<file path="config.mk">
export PLATFORM = sky130hd
export DESIGN_NAME = key_schedule_seq
export DESIGN_NICKNAME = d
export VERILOG_FILES = /design/src/rtl/key_schedule_seq.sv
export SDC_FILE = /design/constraint.sdc
export NUM_CORES = 2
export LEC_CHECK = 0
export CORE_MARGIN = 5
export CORE_UTILIZATION = 43
export CTS_BUF_LIST = sky130_fd_sc_hd__clkbuf_2
export CTS_CLUSTER_DIAMETER = 100
export DETAILED_ROUTE_END_ITERATION = 8
export GPL_TIMING_DRIVEN = 1
export PLACE_DENSITY = 0.57
export SYNTH_ARGS = -nofsm -noshare
export SYNTH_HDL_FRONTEND = slang
export SYNTH_SLANG_ARGS = --single-unit
</file>
<file path="constraint.sdc">
create_clock -name i_clk -period 45.9 [get_ports i_clk]
set_input_delay 9.18 -clock i_clk [delete_from_list [all_inputs] [get_ports i_clk]]
set_output_delay 9.18 -clock i_clk [all_outputs]
set_load 0.02 [all_outputs]
</file>
<file path="src/rtl/key_schedule_seq.sv">
// Purpose : sequential AES key expansion, one Nk-word step per clock, all Nr+1 round keys buffered.
// Latency : start accepted at edge 0, busy for S steps, done pulses on READY entry; rdKey is 1-cycle registered.
// Backpres: none; start is ignored while an expansion runs, reads return zero until the schedule is complete.
//
// Ports:
//   i_clk       clock, all state on rising edge
//   i_reset     synchronous active-high reset (FSM, counters, outputs)
//   i_start     request a new expansion (honoured in IDLE or READY)
//   i_keyIn     cipher key, 32*Nk bits, word 0 in the MSBs
//   o_busy      expansion in progress
//   o_done      one-cycle pulse when the schedule becomes complete
//   o_keyReady  buffer holds a complete schedule for the last accepted key
//   i_rdRound   round-key index 0..Nr
//   o_rdKey     registered round key, word 4*rdRound in the MSBs; zero when not ready or out of range
module key_schedule_seq #(
  parameter int Nk = 4,
  parameter int Nr = 10
) (
  input  logic              i_clk,
  input  logic              i_reset,
  input  logic              i_start,
  input  logic [32*Nk-1:0]  i_keyIn,
  output logic              o_busy,
  output logic              o_done,
  output logic              o_keyReady,
  input  logic [3:0]        i_rdRound,
  output logic [127:0]      o_rdKey
);

  // Total words in the schedule and number of expansion steps needed to cover
  // words Nk..W-1 (the last step may overrun W; those words are dropped).
  localparam int         W    = 4 * (Nr + 1);
  localparam int         S    = (W - 1) / Nk;
  localparam int         AW   = $clog2(W);
  localparam logic [3:0] S_L  = 4'(S);
  localparam logic [3:0] NR_L = 4'(Nr);

  typedef enum logic [1:0] {
    ST_IDLE   = 2'd0,
    ST_EXPAND = 2'd1,
    ST_READY  = 2'd2
  } state_t;

  // ---------------------------------------------------------------------------
  // GF(2^8) helpers and the AES S-box, built from inversion + affine map so no
  // 256-entry table is needed.
  // ---------------------------------------------------------------------------
  function automatic logic [7:0] xtime(input logic [7:0] a);
    return {a[6:0], 1'b0} ^ (a[7] ? 8'h1b : 8'h00);
  endfunction

  function automatic logic [7:0] gf_mul(input logic [7:0] a, input logic [7:0] b);
    logic [7:0] p;
    logic [7:0] x;
    p = 8'h00;
    x = a;
    for (int i = 0; i < 8; i++) begin
      if (b[i]) p = p ^ x;
      x = xtime(x);
    end
    return p;
  endfunction

  // Multiplicative inverse as a^254 (addition chain 3,7,15,31,63,127,254);
  // maps 0 to 0 as the S-box requires.
  function automatic logic [7:0] sbox(input logic [7:0] a);
    logic [7:0] x3, x7, x15, x31, x63, x127, inv;
    x3   = gf_mul(gf_mul(a, a), a);
    x7   = gf_mul(gf_mul(x3, x3), a);
    x15  = gf_mul(gf_mul(x7, x7), a);
    x31  = gf_mul(gf_mul(x15, x15), a);
    x63  = gf_mul(gf_mul(x31, x31), a);
    x127 = gf_mul(gf_mul(x63, x63), a);
    inv  = gf_mul(x127, x127);
    return inv
         ^ {inv[6:0], inv[7]}
         ^ {inv[5:0], inv[7:6]}
         ^ {inv[4:0], inv[7:5]}
         ^ {inv[3:0], inv[7:4]}
         ^ 8'h63;
  endfunction

  function automatic logic [31:0] sub_word(input logic [31:0] w);
    return {sbox(w[31:24]), sbox(w[23:16]), sbox(w[15:8]), sbox(w[7:0])};
  endfunction

  function automatic logic [31:0] rot_word(input logic [31:0] w);
    return {w[23:0], w[31:24]};
  endfunction

  // ---------------------------------------------------------------------------
  // State
  // ---------------------------------------------------------------------------
  state_t       r_state;
  state_t       w_state_nxt;
  logic [3:0]   r_step;
  logic [7:0]   r_rcon;
  logic         r_done;
  logic         r_keyReady;
  logic [127:0] r_rdKey;

  // Last Nk words produced; the step datapath works from this copy rather than
  // through a wide read mux on the buffer.
  logic [31:0]  r_prev  [Nk];
  logic [31:0]  r_words [W];

  logic         w_accept;
  logic         w_step;
  logic         w_last;
  logic [31:0]  w_key_words [Nk];
  logic [31:0]  w_new       [Nk];
  logic [31:0]  w_acc;

  // ---------------------------------------------------------------------------
  // FSM
  // ---------------------------------------------------------------------------
  always_ff @(posedge i_clk) begin
    if (i_reset) r_state <= ST_IDLE;
    else         r_state <= w_state_nxt;
  end

  always_comb begin
    w_state_nxt = r_state;
    w_accept    = 1'b0;
    w_step      = 1'b0;
    w_last      = 1'b0;
    case (r_state)
      ST_IDLE, ST_READY: begin
        if (i_start) begin
          w_accept    = 1'b1;
          w_state_nxt = ST_EXPAND;
        end
      end
      ST_EXPAND: begin
        w_step = 1'b1;
        if (r_step == S_L) begin
          w_last      = 1'b1;
          w_state_nxt = ST_READY;
        end
      end
      default: w_state_nxt = ST_IDLE;
    endcase
  end

  // ---------------------------------------------------------------------------
  // Step counter, rcon and status flags
  // ---------------------------------------------------------------------------
  always_ff @(posedge i_clk) begin
    if (i_reset) begin
      r_step     <= 4'd0;
      r_rcon     <= 8'h00;
      r_done     <= 1'b0;
      r_keyReady <= 1'b0;
    end else begin
      r_done <= w_last;
      if (w_accept) begin
        r_step     <= 4'd1;
        r_rcon     <= 8'h01;
        r_keyReady <= 1'b0;
      end else if (w_step) begin
        if (w_last) begin
          r_step     <= 4'd0;
          r_keyReady <= 1'b1;
        end else begin
          r_step <= r_step + 4'd1;
          r_rcon <= xtime(r_rcon);
        end
      end
    end
  end

  // ---------------------------------------------------------------------------
  // Round-step datapath: a ripple through the Nk words of one step.
  // ---------------------------------------------------------------------------
  for (genvar g = 0; g < Nk; g++) begin : g_key
    assign w_key_words[g] = i_keyIn[32*(Nk-g)-1 -: 32];
  end

  always_comb begin
    for (int i = 0; i < Nk; i++) w_new[i] = 32'h0;
    w_acc    = r_prev[0] ^ sub_word(rot_word(r_prev[Nk-1])) ^ {r_rcon, 24'h0};
    w_new[0] = w_acc;
    for (int i = 1; i < Nk; i++) begin
      // 256-bit keys insert an extra SubWord halfway through each step.
      if (Nk == 8 && i == 4) w_acc = r_prev[i] ^ sub_word(w_acc);
      else                   w_acc = r_prev[i] ^ w_acc;
      w_new[i] = w_acc;
    end
  end

  always_ff @(posedge i_clk) begin
    if (w_accept) begin
      for (int i = 0; i < Nk; i++) r_prev[i] <= w_key_words[i];
    end else if (w_step) begin
      for (int i = 0; i < Nk; i++) r_prev[i] <= w_new[i];
    end
  end

  // Word j belongs to step j/Nk at lane j%Nk, so each entry has a fixed write
  // strobe; entries past W-1 simply do not exist.
  always_ff @(posedge i_clk) begin
    for (int j = 0; j < W; j++) begin
      if (j < Nk) begin
        if (w_accept) r_words[j] <= w_key_words[j % Nk];
      end else if (w_step && (r_step == 4'(j / Nk))) begin
        r_words[j] <= w_new[j % Nk];
      end
    end
  end

  // ---------------------------------------------------------------------------
  // Read port. Out-of-range indices are clamped before addressing the buffer
  // (the result is zeroed anyway). A read landing on the accept edge is also
  // zeroed, since the buffer is being overwritten from that edge on.
  // ---------------------------------------------------------------------------
  logic [3:0]    w_rd_sel;
  logic [AW-1:0] w_rd_base;
  logic          w_rd_ok;

  assign w_rd_ok   = r_keyReady && !w_accept && (i_rdRound <= NR_L);
  assign w_rd_sel  = (i_rdRound <= NR_L) ? i_rdRound : 4'd0;
  assign w_rd_base = AW'({w_rd_sel, 2'b00});

  always_ff @(posedge i_clk) begin
    if (i_reset) begin
      r_rdKey <= 128'h0;
    end else if (w_rd_ok) begin
      r_rdKey <= {r_words[w_rd_base],
                  r_words[w_rd_base + AW'(1)],
                  r_words[w_rd_base + AW'(2)],
                  r_words[w_rd_base + AW'(3)]};
    end else begin
      r_rdKey <= 128'h0;
    end
  end

  assign o_busy     = (r_state == ST_EXPAND);
  assign o_done     = r_done;
  assign o_keyReady = r_keyReady;
  assign o_rdKey    = r_rdKey;

endmodule

</file>
==> out/qor.txt <==
Synth Instances: 11700
Post-CTS Setup Bufs: 0
CP arrival: 31580 ps
post-route ant nets: 0
DIE AREA: 0.302 sq mm
Critical Path Slowest Stage Cell: xnor2_1
total gr overflow: 0
crit path capture type: flip-flop
gpl congestion: 0.884
WL final: 409 mm
slew margin rel.: -6.39%
worst hold path depth: 4
met2 GRT Util: 41.9%
Fin Setup TNS: 0 ps
DR iter-0 viols: 9537
effective utilization at floorplan: 43.1%
cell mode on critical path: xnor2_1
run status: finished with violations
synthesized flop and latch total: 1680
HP Start: r_words[9][16]$_DFFE_PP_
Period minus WS final: 30360 ps
top fanout value on the critical path: 53
worst setup path startpoint: r_prev[3][31]$_DFFE_PP_
Max Fclk: 32.9 MHz
final setup fails: 0
CTS Root Cell: clkbuf_2
grt met1 use: 36.6%
Synth area leaders: edfxtp_1, xnor2_1, xnor3_1
worst slew pin tran: 1590 ps
largest net degree at the start of global routing: 147
Synth area leader: edfxtp_1
Async SR Flop Fraction: 0%
WL/cell: 25.6 um
RSZ-0062 raised after global routing: false
die height: 549 um
nets: 11900
initial antenna violation count: 17
total CTS buffers: 402
Syn Area/Cell: 10.7 sq um
global-route wire length before repair: 603 mm
Final Hold Vio Count: 0
post_cts resized: 0
port bufs: 265
hold-fix buffers at CTS: 0
Final Cell Area: 0.134 sq mm
Vias: 93900
Core Rows: 198
met3 Track Usage GR: 3.70%
R2R cell count: 81
global-route usage over all layers: 25.9%
CTS tree: yes
Synth-to-Final Area Change: 7.40%
EDFF count, synth: 1536
final slew viol count: 12
Syn Nets: 11800
grt peak-use layer: met2
reg-to-reg critical path startpoint: r_prev[3][31]$_DFFE_PP_
Residual DRC: 0
Startpoint Class: flip-flop
warnings from Yosys: 0
area of placed instances: 0.131 sq mm
Clock transition at path regs: 110 ps
Final Skew: 436 ps
Max Cap Viol: 2
Hold Crit Endpoint: o_rdKey[80]$_SDFF_PP0_
final core occ: 46.3%
Mapped Area: 0.125 sq mm
internal reg-to-reg setup slack: 15540 ps
Hold/Removal Path Class: reg2reg
vias in the first global route: 91200
fin cells: 16000
io pins: 266
worst r2r dst: r_words[38][7]$_DFFE_PP_
Crit Path Category: reg2reg
WP data required: 47120 ps
drt pass-1 iters: 9
clock buffer depth: 4
placed cells: 15200
Clock Latency Late Sink: 1760 ps
sequential-to-total area share from yosys stat: 39.2%
Synth top area share: 36.9%
chip width: 549 um
layout cell share with drive strength beyond 1: 12.9%
failing checks: max-capacitance violations, max-slew violations
Tcrit/Tclk final: 66.1%
Vias/cell: 5.88
Post-DP HPWL: 255 mm
Crit path largest cell delay: 1040 ps
Distinct cells, synth: 150
Most used DFF post-synth: edfxtp_1
htree depth: 5
total clock sinks: 1680
core box area: 0.290 sq mm
[registers in the layout, summed over array words and instances, names as in the netlist]
| register | count |
|---|---|
| r_step | 4 |
| r_words | 1408 |
| r_rcon | 8 |
| r_state | 2 |
| r_prev | 128 |
| o_keyReady | 1 |
| o_rdKey | 128 |
| o_done | 1 |
[per-stage QoR]
stage	worst slack (ps)	hold slack (ps)
global placement	16220	445
detailed placement	15510	464
floorplan	21630	425
finish	15540	443
CTS	15710	438
global route	13240	478
[worst max path at each step]
stage                                          end  depth (start not counted)
after global placement      r_prev[3][1]$_DFFE_PP_                         81
after floorplan            r_prev[3][27]$_DFFE_PP_                         88
after detailed placement    r_prev[3][1]$_DFFE_PP_                         82
final                     r_words[38][7]$_DFFE_PP_                         81
after CTS                 r_words[38][7]$_DFFE_PP_                         81
after global routing      r_words[22][7]$_DFFE_PP_                         81
[final cells by class]
cell class,instances,area [sq um]
clock buffers,590,2950
inverters,287,1100
diodes,10,25.0
flip-flops and latches,1680,49000
well taps,3900,4880
fillers,27200,156000
multi-input cells,8841,71000
repair buffers,513,4650
clock inverters,141,795
[cell usage in the layout (no fill, tap or decap), types with 147 or more instances in the layout]
cell / count
nor2_1: 766
clkbuf_2: 590
mux2i_1: 617
xnor3_1: 399
nand3_1: 147
a221oi_1: 170
edfxtp_1: 1536
xor2_1: 575
buf_4: 238
mux2_2: 226
o221ai_1: 163
inv_1: 253
o21ai_0: 387
a21oi_1: 553
clkdlybuf4s50_1: 261
nand2_1: 1368
a31oi_1: 165
xnor2_1: 1472
nor3_1: 170
[critical path, delay by kind of cell (launching register included)]
family | cells | cell delay (ps)
xor+xnor | 37 | 16770
flops | 1 | 570
mux | 2 | 620
fa+ha+maj | 5 | 2150
buf+inv | 8 | 2360
compound gates | 14 | 3400
simple gates | 15 | 4240
[cell families (layout without fill, tap and decap cells)]
logic type / count (synthesis) / after routing / share of synthesized area [%]
AO/OA/AOI/OAI: 2202 / 2202 / 12.1
multiplexers: 855 / 855 / 7.10
buffers and inverters: 1136 / 1531 / 4.27
AND/OR/NAND/NOR: 3001 / 3001 / 10.7
flip-flops: 1680 / 1680 / 39.2
adder cells (fa/ha/maj): 32 / 32 / 0.320
XOR/XNOR: 2751 / 2751 / 26.4
other: 0 / 10 / 0
[cell usage after synthesis (68+ instances only)]
library cell / count
o211ai_1: 71
clkbuf_1: 491
dfxtp_1: 144
buf_2: 154
o21ai_0: 387
xnor3_1: 399
xnor2_2: 99
buf_1: 99
a31oi_1: 165
nand2b_1: 74
nand3_1: 148
nor3_1: 170
nand2_1: 1372
clkbuf_8: 70
a22oi_1: 118
a21oi_1: 553
mux2_2: 226
nor2_1: 766
o221ai_1: 163
inv_1: 256
and2_1: 68
edfxtp_1: 1536
a221oi_1: 170
xnor2_1: 1485
mux2i_1: 617
xor2_1: 575
[per-layer routing]
metal  vias to the layer above  share of wire (%)
met5                         -              0.011
met4                         6                2.6
met3                       615                7.8
met2                      4155                 46
met1                     46900                 43
li1                      42300                  -
Power is left out: the tool's default activity adds up to more than one toggle a clock period on the data nets, which glitch-free logic cannot reach.
